<file path="config.mk">
export PLATFORM = sky130hd
export DESIGN_NAME = if_fetch_stage
export DESIGN_NICKNAME = d
export VERILOG_FILES = /design/src/rtl/if_fetch_stage.sv
export SDC_FILE = /design/constraint.sdc
export NUM_CORES = 1
export LEC_CHECK = 0
export CAP_MARGIN = 20
export CELL_PAD_IN_SITES_DETAIL_PLACEMENT = 1
export CELL_PAD_IN_SITES_GLOBAL_PLACEMENT = 2
export CORE_ASPECT_RATIO = 1.25
export CORE_MARGIN = 2
export CORE_UTILIZATION = 31
export CTS_BUF_LIST = sky130_fd_sc_hd__clkbuf_4 sky130_fd_sc_hd__clkbuf_8
export CTS_CLUSTER_SIZE = 16
export DETAILED_ROUTE_END_ITERATION = 12
export PLACE_DENSITY = 0.91
export SLEW_MARGIN = 20
export SYNTH_ARGS = -nofsm -noshare
export SYNTH_HDL_FRONTEND = slang
export SYNTH_SLANG_ARGS = --single-unit
</file>
<file path="constraint.sdc">
create_clock -name clk -period 2.6 [get_ports clk]
set_clock_uncertainty 0.1 [all_clocks]
set_input_delay 0.52 -clock clk [delete_from_list [all_inputs] [get_ports clk]]
set_output_delay 0.52 -clock clk [all_outputs]
set_load 0.03 [all_outputs]
</file>
<file path="src/rtl/if_fetch_stage.sv">
// Instruction-fetch stage: owns the PC, drives a req/ack instruction memory port and
// feeds inst/delay/delay2 to decode. Optional counters built when IF_PERF_CNT_EN is defined.
module if_fetch_stage #(
  parameter logic [31:0] RESET_PC = 32'h0000_0000,
  parameter logic [31:0] NOP_INST = 32'h0000_0000
) (
  input  logic        clk,
  input  logic        rst_n,
  input  logic        stall,
  input  logic        branch,
  input  logic [31:0] branch_target,
  input  logic        jump,
  input  logic [31:0] jump_target,
  input  logic        jr,
  input  logic [31:0] jr_target,
  output logic        imem_req,
  output logic [31:0] imem_addr,
  input  logic        imem_ack,
  input  logic [31:0] imem_rdata,
  output logic [31:0] inst,
  output logic [31:0] delay,
  output logic [31:0] delay2,
  output logic [31:0] fetch_cnt,
  output logic [31:0] stall_cnt,
  output logic [1:0]  fsm_state
);

  typedef enum logic [1:0] {
    S_IDLE  = 2'd0,
    S_FETCH = 2'd1,
    S_HOLD  = 2'd2
  } state_t;

  state_t      state, state_nxt;
  logic [31:0] pc;
  logic [31:0] pc_plus4;
  logic [31:0] pc_plus8;
  logic [31:0] next_pc;
  logic        pend_v;
  logic [31:0] pend_target;
  logic        redir_v;
  logic [31:0] redir_tgt;
  logic        accept;
  logic        deliver_hold;
  logic        hold_v;
  logic [31:0] hold_inst;
  logic [31:0] hold_delay;
  logic [31:0] hold_delay2;

  // Memory handshake: imem_req is held with imem_addr stable until a single-cycle
  // imem_ack (which may arrive in the same cycle as req) returns imem_rdata; an ack
  // seen while imem_req is low is ignored.
  assign accept       = (state == S_FETCH) && imem_ack;
  assign deliver_hold = (state == S_HOLD) && hold_v && !stall;
  assign pc_plus4     = pc + 32'd4;
  assign pc_plus8     = pc + 32'd8;
  assign imem_addr    = pc;
  assign fsm_state    = state;

  // State register
  always_ff @(posedge clk or negedge rst_n) begin
    if (!rst_n) begin
      state <= S_IDLE;
    end else begin
      state <= state_nxt;
    end
  end

  // Next-state logic
  always_comb begin
    state_nxt = state;
    case (state)
      S_IDLE:  state_nxt = S_FETCH;
      S_FETCH: if (imem_ack && stall) state_nxt = S_HOLD;
      S_HOLD:  if (deliver_hold) state_nxt = S_FETCH;
      default: state_nxt = S_IDLE;
    endcase
  end

  // Output logic
  always_comb begin
    imem_req = 1'b0;
    case (state)
      S_FETCH: imem_req = 1'b1;
      default: imem_req = 1'b0;
    endcase
  end

  // Redirect priority jr > jump > branch; targets are forced word-aligned.
  always_comb begin
    redir_v   = jr | jump | branch;
    redir_tgt = branch_target;
    if (jr) begin
      redir_tgt = jr_target;
    end else if (jump) begin
      redir_tgt = jump_target;
    end
    redir_tgt[1:0] = 2'b00;
  end

  always_comb begin
    next_pc = pc_plus4;
    if (redir_v) begin
      next_pc = redir_tgt;
    end else if (pend_v) begin
      next_pc = pend_target;
    end
  end

  // PC and pending redirect; the instruction already in flight is the delay slot.
  always_ff @(posedge clk or negedge rst_n) begin
    if (!rst_n) begin
      pc          <= RESET_PC;
      pend_v      <= 1'b0;
      pend_target <= 32'd0;
    end else begin
      if (accept) begin
        pc     <= next_pc;
        pend_v <= 1'b0;
      end else if (redir_v) begin
        pend_v      <= 1'b1;
        pend_target <= redir_tgt;
      end
    end
  end

  // Decode-facing outputs and the buffer used when an ack lands during a stall.
  always_ff @(posedge clk or negedge rst_n) begin
    if (!rst_n) begin
      inst        <= NOP_INST;
      delay       <= 32'd0;
      delay2      <= 32'd0;
      hold_v      <= 1'b0;
      hold_inst   <= 32'd0;
      hold_delay  <= 32'd0;
      hold_delay2 <= 32'd0;
    end else begin
      case (state)
        S_FETCH: begin
          if (accept && !stall) begin
            inst   <= imem_rdata;
            delay  <= pc_plus4;
            delay2 <= pc_plus8;
          end else if (accept) begin
            hold_v      <= 1'b1;
            hold_inst   <= imem_rdata;
            hold_delay  <= pc_plus4;
            hold_delay2 <= pc_plus8;
          end else if (!stall) begin
            inst <= NOP_INST;
          end
        end
        S_HOLD: begin
          if (deliver_hold) begin
            inst   <= hold_inst;
            delay  <= hold_delay;
            delay2 <= hold_delay2;
            hold_v <= 1'b0;
          end
        end
        default: ;
      endcase
    end
  end

`ifdef IF_PERF_CNT_EN
  always_ff @(posedge clk or negedge rst_n) begin
    if (!rst_n) begin
      fetch_cnt <= 32'd0;
      stall_cnt <= 32'd0;
    end else begin
      if ((accept && !stall) || deliver_hold) begin
        fetch_cnt <= fetch_cnt + 32'd1;
      end
      if (stall && (state != S_IDLE)) begin
        stall_cnt <= stall_cnt + 32'd1;
      end
    end
  end
`else
  assign fetch_cnt = 32'd0;
  assign stall_cnt = 32'd0;
`endif

endmodule

</file>
; Yosys cells after proc, flatten, opt, wreduce, memory -nomap -nowiden
; Index checks and enable logic that the tools add are counted.
[op_classes]
add_sub_neg = 2
eq_ne = 9
n_mux = 25
bitwise_logic = 4
reduce_logical = 15
[ops]
columns = operator, n
row1 = $mux W32, 12
row2 = $pmux W32 S2, 3
row3 = $add A32 B3 Y32 const B, 1
row4 = $add A32 B4 Y32 const B, 1
row5 = $reduce_and A4 Y1, 2
row6 = $mux W1, 6
row7 = $ne A2 B2 Y1 const B, 3
row8 = $ne A3 B2 Y1 const B, 2
row9 = $pmux W2 S3, 1
row10 = $reduce_and A3 Y1, 2
row11 = $logic_and A1 B1 Y1, 5
row12 = $mux W2, 2
row13 = $ne A2 B1 Y1 const B, 2
row14 = $reduce_and A2 Y1, 2
row15 = $reduce_bool A2 Y1, 2
row16 = $eq A2 B1 Y1 const B, 1
row17 = $eq A2 B2 Y1 const B, 1
row18 = $logic_not A2 Y1, 1
row19 = $not A1 Y1, 2
row20 = $or A1 B1 Y1, 2
row21 = $pmux W1 S2, 1
row22 = $logic_not A1 Y1, 1
[word_totals]
register_bits = 258
in_bits = 135
output_inout_bits = 195

; Logic depth before layout (Yosys ltp)
[logic_depth]
depth_word = 5
ltp_mapped = 9
ltp_nobuf = 7

; Least setup slack after synthesis
; Ideal clock, no wire load.
[synth_timing]
path_type = register to register
start = register state[1], in the netlist fsm_state[1]
end = register delay2[11]
setup_ns = 0.125
t_arrival_ns = 2.349
slack_ns = 0.026
path_stages_with_launch = 8
n_path_buf = 2
synth_period_minus_slack_ns = 2.574
cell_sequence = dfrtp_1 > inv_1 > ha_1 > mux2i_1 > a211oi_1 > buf_2 > buf_2 > mux2_2
[synth_via]
elab_chain_cells = 5
word_cells_on_any_way = 11
cone_classes = eq/ne (4) / mux (1) / reduce/logical (6)
[synth_lines]
columns = item, line_no
row1 = from (decl), 34  ; state_t state, state_nxt;
row2 = from (signal assigned), 65  ; state <= state_nxt;
row3 = $eq A2 B1 Y1 / $eq A2 B2 Y1 (equally long branches), "53, 138, 54"
row4 = $logic_and A1 B1 Y1 (on tied branches), "53, 54"
row5 = $logic_and A1 B1 Y1 (on tied branches), "140, 54"
row6 = $ne A2 B1 Y1 (no line) / $ne A2 B2 Y1 (equally long branches), n/a
row7 = $reduce_and A3 Y1 (no line), n/a
row8 = to (signal assigned), 143  ; delay2 <= pc_plus8;
row9 = to (signal assigned), 157  ; delay2 <= hold_delay2;
row10 = to (decl), 22  ; output logic [31:0] delay2,
; Parallel ways exist; a longest one is shown, timed or not.
; A chain may end at the register's enable or synchronous reset.

; Final worst setup path
[layout_timing]
start = register pc[27], in the netlist imem_addr[27]
end = output imem_addr[27]
[layout_lines]
columns = item, line_no
row1 = from (decl), 35  ; logic [31:0] pc;
row2 = from (signal assigned), 118  ; pc <= next_pc;
row3 = to (decl), 17  ; output logic [31:0] imem_addr,
; No word-level cell between the ends.

==> impl_metrics.yaml <==
synthesis:
  yosysWarningCount: 0
  async_flop_share_pct: 100
  synth.distinct_cells: 56
  synth_cells: 1429
  synthTopCellsByArea: "dfrtp_1 (47%), o21ai_0 (7.5%), mux2_2 (5.7%)"
  yosysTopAreaCell: "dfrtp_1"
  syn_area_um2: 13200
  ys_seq_elements: 248
  avgSynthCellArea_um2: 9.24
  ys_seq_area_share_pct: 47.0
  synth_top_cell_area_share_pct: 47.0
  yosys_most_used_dff: "dfrtp_1"
  synth_edf_count: 0
grt:
  antenna_found_initial: 0
  track_usage_pct: 19.2
  grt_pass1_vias: 12100
  grt_max_degree: 71
  gr-total-overflow: 0
  grt_first_pass_wirelength_mm: 68.0
setup_path:
  slowest_delay_ns: 0.79
  ff2ff_path_depth: 9
  crit_chain: "clkdlybuf4s50_1"
  r2r_end: "inst[19]"
  crit_required_ns: 1.98
  crit_buf_inv: 1
  reg2reg_from: "fsm_state[1]"
  arrival_ns: 1.92
  path_max_fanout: 8
  startpoint: "imem_addr[27]"
  end_kind: "output pin"
  critPathTopFamily: "buffers and inverters"
  rrSetupSlack_ns: 0.15
  path_class: "reg -> out"
  crit_path_top_delay_cell: "clkdlybuf4s50_1"
  cp-start-kind: "flip-flop"
pwr:
  power_density_nw_per_um2: 1130
  switching_share_pct: 42.8
  power_frac_seq_pct: 33.6
  leakage_nw: 7.54
  power_frac_clock_pct: 19.6
  switchingPower_mw: 8.41
  p_int_mw: 11.2
  pwr-share-comb_pct: 46.8
  vdd_drop_max_mv: 0.547
sta:
  tightest_slew_ns: 0.616
  fin_setup_tns_ns: 0
  period_share_pct: 97.7
  max_slew_margin_pct: 59.0
  rsz0062_at_grt: "no"
  slew_viol_final: 0
  hold_violations: 0
  fmax_mhz: 394
  setup_violations: 0
  min_period_ns: 2.54
routing:
  vias: 11500
  drc: 0
  finalWirelength_mm: 43.2
  drt_iter0_drc: 485
  drtPass1Iterations: 4
  routedWlPerCell_um: 18.9
  routed_via_density: 5.03
  ant_nets: 0
worst_hold_path:
  min_from: "hold_delay2[22]"
  hold-path-cell-count: 2
  hold_path_end: "hold_delay2[22]"
  hold_path.class: "reg -> reg"
placement:
  gp_congestion: 0.929
  port_buffers: 253
  dpl.cell_count: 2203
  dp_hpwl_mm: 32.0
clock_network:
  cts_setup_buffers: 0
  clk_pin_slew_ns: 0.06
  clk_latency_ns: 0.60
  cts_root_buf: "clkbuf_8"
  htree_num_levels: 2
  cts_buffers: 43
  cts_tree: "done"
  clock_path_buffers: 3
  clock_sinks: 248
die:
  core_um2: 42000
  num_io_pins: 330
  fp.dieW_um: 189
  start_util_pct: 31.4
  die_y_um: 235
  placementRows: 84
  die_area_um2: 44300
cells_and_area:
  final_util_pct: 41.5
  seq_area_um2: 6210
  multi_input_area_um2: 6240
  synthToLayoutAreaGrowth_pct: 32.0
  drive_gt1_share_pct: 14.9
  n_antenna_cell: 0
  n_fill_cell: 4875
  final_nets: 1832
  instances_no_fill: 2283
run_status:
  outcome: "finished clean"
job:
  maxCapViolations: 0
## state kept, by name (all words and copies together), names as in the netlist
| name | count |
|---|---|
| delay | 30 |
| delay2 | 30 |
| fsm_state | 2 |
| hold_delay | 30 |
| hold_delay2 | 30 |
| hold_inst | 32 |
| hold_v | 1 |
| imem_addr | 30 |
| inst | 32 |
| pend_target | 30 |
| pend_v | 1 |
## worst reg2reg max path: cells and delay by family, from the launching register on
family / cells / cell delay (ns)
compound gates: 3 / 0.63
buf+inv: 3 / 0.55
flops: 1 / 0.45
fa+ha+maj: 1 / 0.31
simple gates: 1 / 0.19
mux: 1 / 0.14
## cell families (layout without fill, tap and decap cells)
| logic type | after synthesis | after routing | share of synthesized area (%) |
|---|---|---|---|
| xor+xnor | 51 | 51 | 3.38 |
| other cells | 1 | 70 | 0.0284 |
| buf+inv | 205 | 431 | 8.13 |
| compound gates | 361 | 361 | 15.1 |
| mux | 118 | 118 | 9.58 |
| flops | 248 | 248 | 47.0 |
| fa+ha+maj | 7 | 7 | 0.663 |
| simple gates | 438 | 438 | 16.1 |
## synthesized netlist by cell type, types with 6 or more instances
| cell | count |
|---|---|
| dfrtp_1 | 248 |
| o21ai_0 | 199 |
| nand2_1 | 178 |
| a21oi_1 | 98 |
| clkbuf_1 | 89 |
| buf_4 | 74 |
| nor2_1 | 70 |
| mux2_2 | 67 |
| and3_1 | 54 |
| mux2i_1 | 51 |
| nand3_1 | 47 |
| xnor2_1 | 36 |
| nor3_1 | 24 |
| buf_2 | 21 |
| inv_1 | 16 |
| nand4_1 | 15 |
| xor2_1 | 15 |
| o2bb2ai_1 | 9 |
| and2_1 | 8 |
| and4_1 | 8 |
| nor4_1 | 8 |
| ha_1 | 7 |
| a31oi_1 | 6 |
| o22ai_1 | 6 |
## how the worst max path moves through the flow
stage | end | slack [ns] | cells after the start
after floorplan | delay2[11] | 0.03 | 7
after global placement | delay2[11] | 0.16 | 6
after detailed placement | inst[19] | 0.08 | 8
after CTS | imem_addr[23] | 0.01 | 2
after global routing | delay[29] | 0.009 | 9
final | imem_addr[27] | 0.06 | 1
## per-layer routing
| layer | wire length, um | up-vias | global-route usage [%] |
|---|---|---|---|
| li1 | - | 5369 | - |
| met1 | 17800 | 5643 | 23.4 |
| met2 | 21300 | 376 | 33.3 |
| met3 | 2420 | 95 | 3.66 |
| met4 | 1640 | 0 | 7.84 |
| met5 | 0 | - | 0 |
## power by group through the flow
stage / combinational, mW / clock (mW) / sequential [mW]
finish: 9.19 / 3.86 / 6.59
floorplan: 4.30 / 0 / 7.63
global placement: 8.97 / 0 / 6.55
CTS: 9.29 / 3.98 / 6.60
global route: 9.97 / 4.13 / 6.79
detailed placement: 9.27 / 0 / 6.66
## through the flow
step	setup slack (ns)	power (mW)	cell area, um^2	hold slack [ns]
after global routing	0.00949	20.9	17400	0.410
after detailed placement	0.0779	15.9	16500	0.364
after floorplan	0.0261	11.9	13500	0.124
final	0.0595	19.6	17400	0.370
after global placement	0.163	15.5	16500	0.354
after CTS	0.0134	19.9	17400	0.377
## final cells by class
type | instances | area share [%]
Clock inverter | 7 | 0.244
Tap cell | 559 | 4.01
Multi-Input combinational cell | 1045 | 35.8
Inverter | 16 | 0.344
Timing Repair Buffer | 336 | 18.8
Clock buffer | 72 | 5.18
Sequential cell | 248 | 35.6
## placed cells by master, fill, tap and decap left out, types with 8 or more instances in the layout
| master | n |
|---|---|
| clkbuf_4 | 14 |
| nand2_1 | 177 |
| inv_1 | 16 |
| a21oi_1 | 98 |
| xnor2_1 | 36 |
| nor3_1 | 24 |
| and3_1 | 54 |
| nor2_1 | 70 |
| nand3_1 | 47 |
| nor4_1 | 8 |
| clkdlybuf4s50_1 | 244 |
| and4_1 | 8 |
| xor2_1 | 15 |
| buf_4 | 71 |
| mux2_2 | 67 |
| clkbuf_8 | 58 |
| o21ai_0 | 199 |
| o2bb2ai_1 | 9 |
| buf_12 | 11 |
| and2_1 | 8 |
| dfrtp_1 | 246 |
| mux2i_1 | 51 |
| nand4_1 | 15 |
| conb_1 | 70 |
## what timing repair did
item                                   CTS  global route
gates cloned                             0             0
endpoints found under the hold margin   63             0
gates resized for setup                  7             3
hold buffers                             1             0
setup endpoints to repair                7             2
Note: power is estimated with default switching activity, not from simulation.
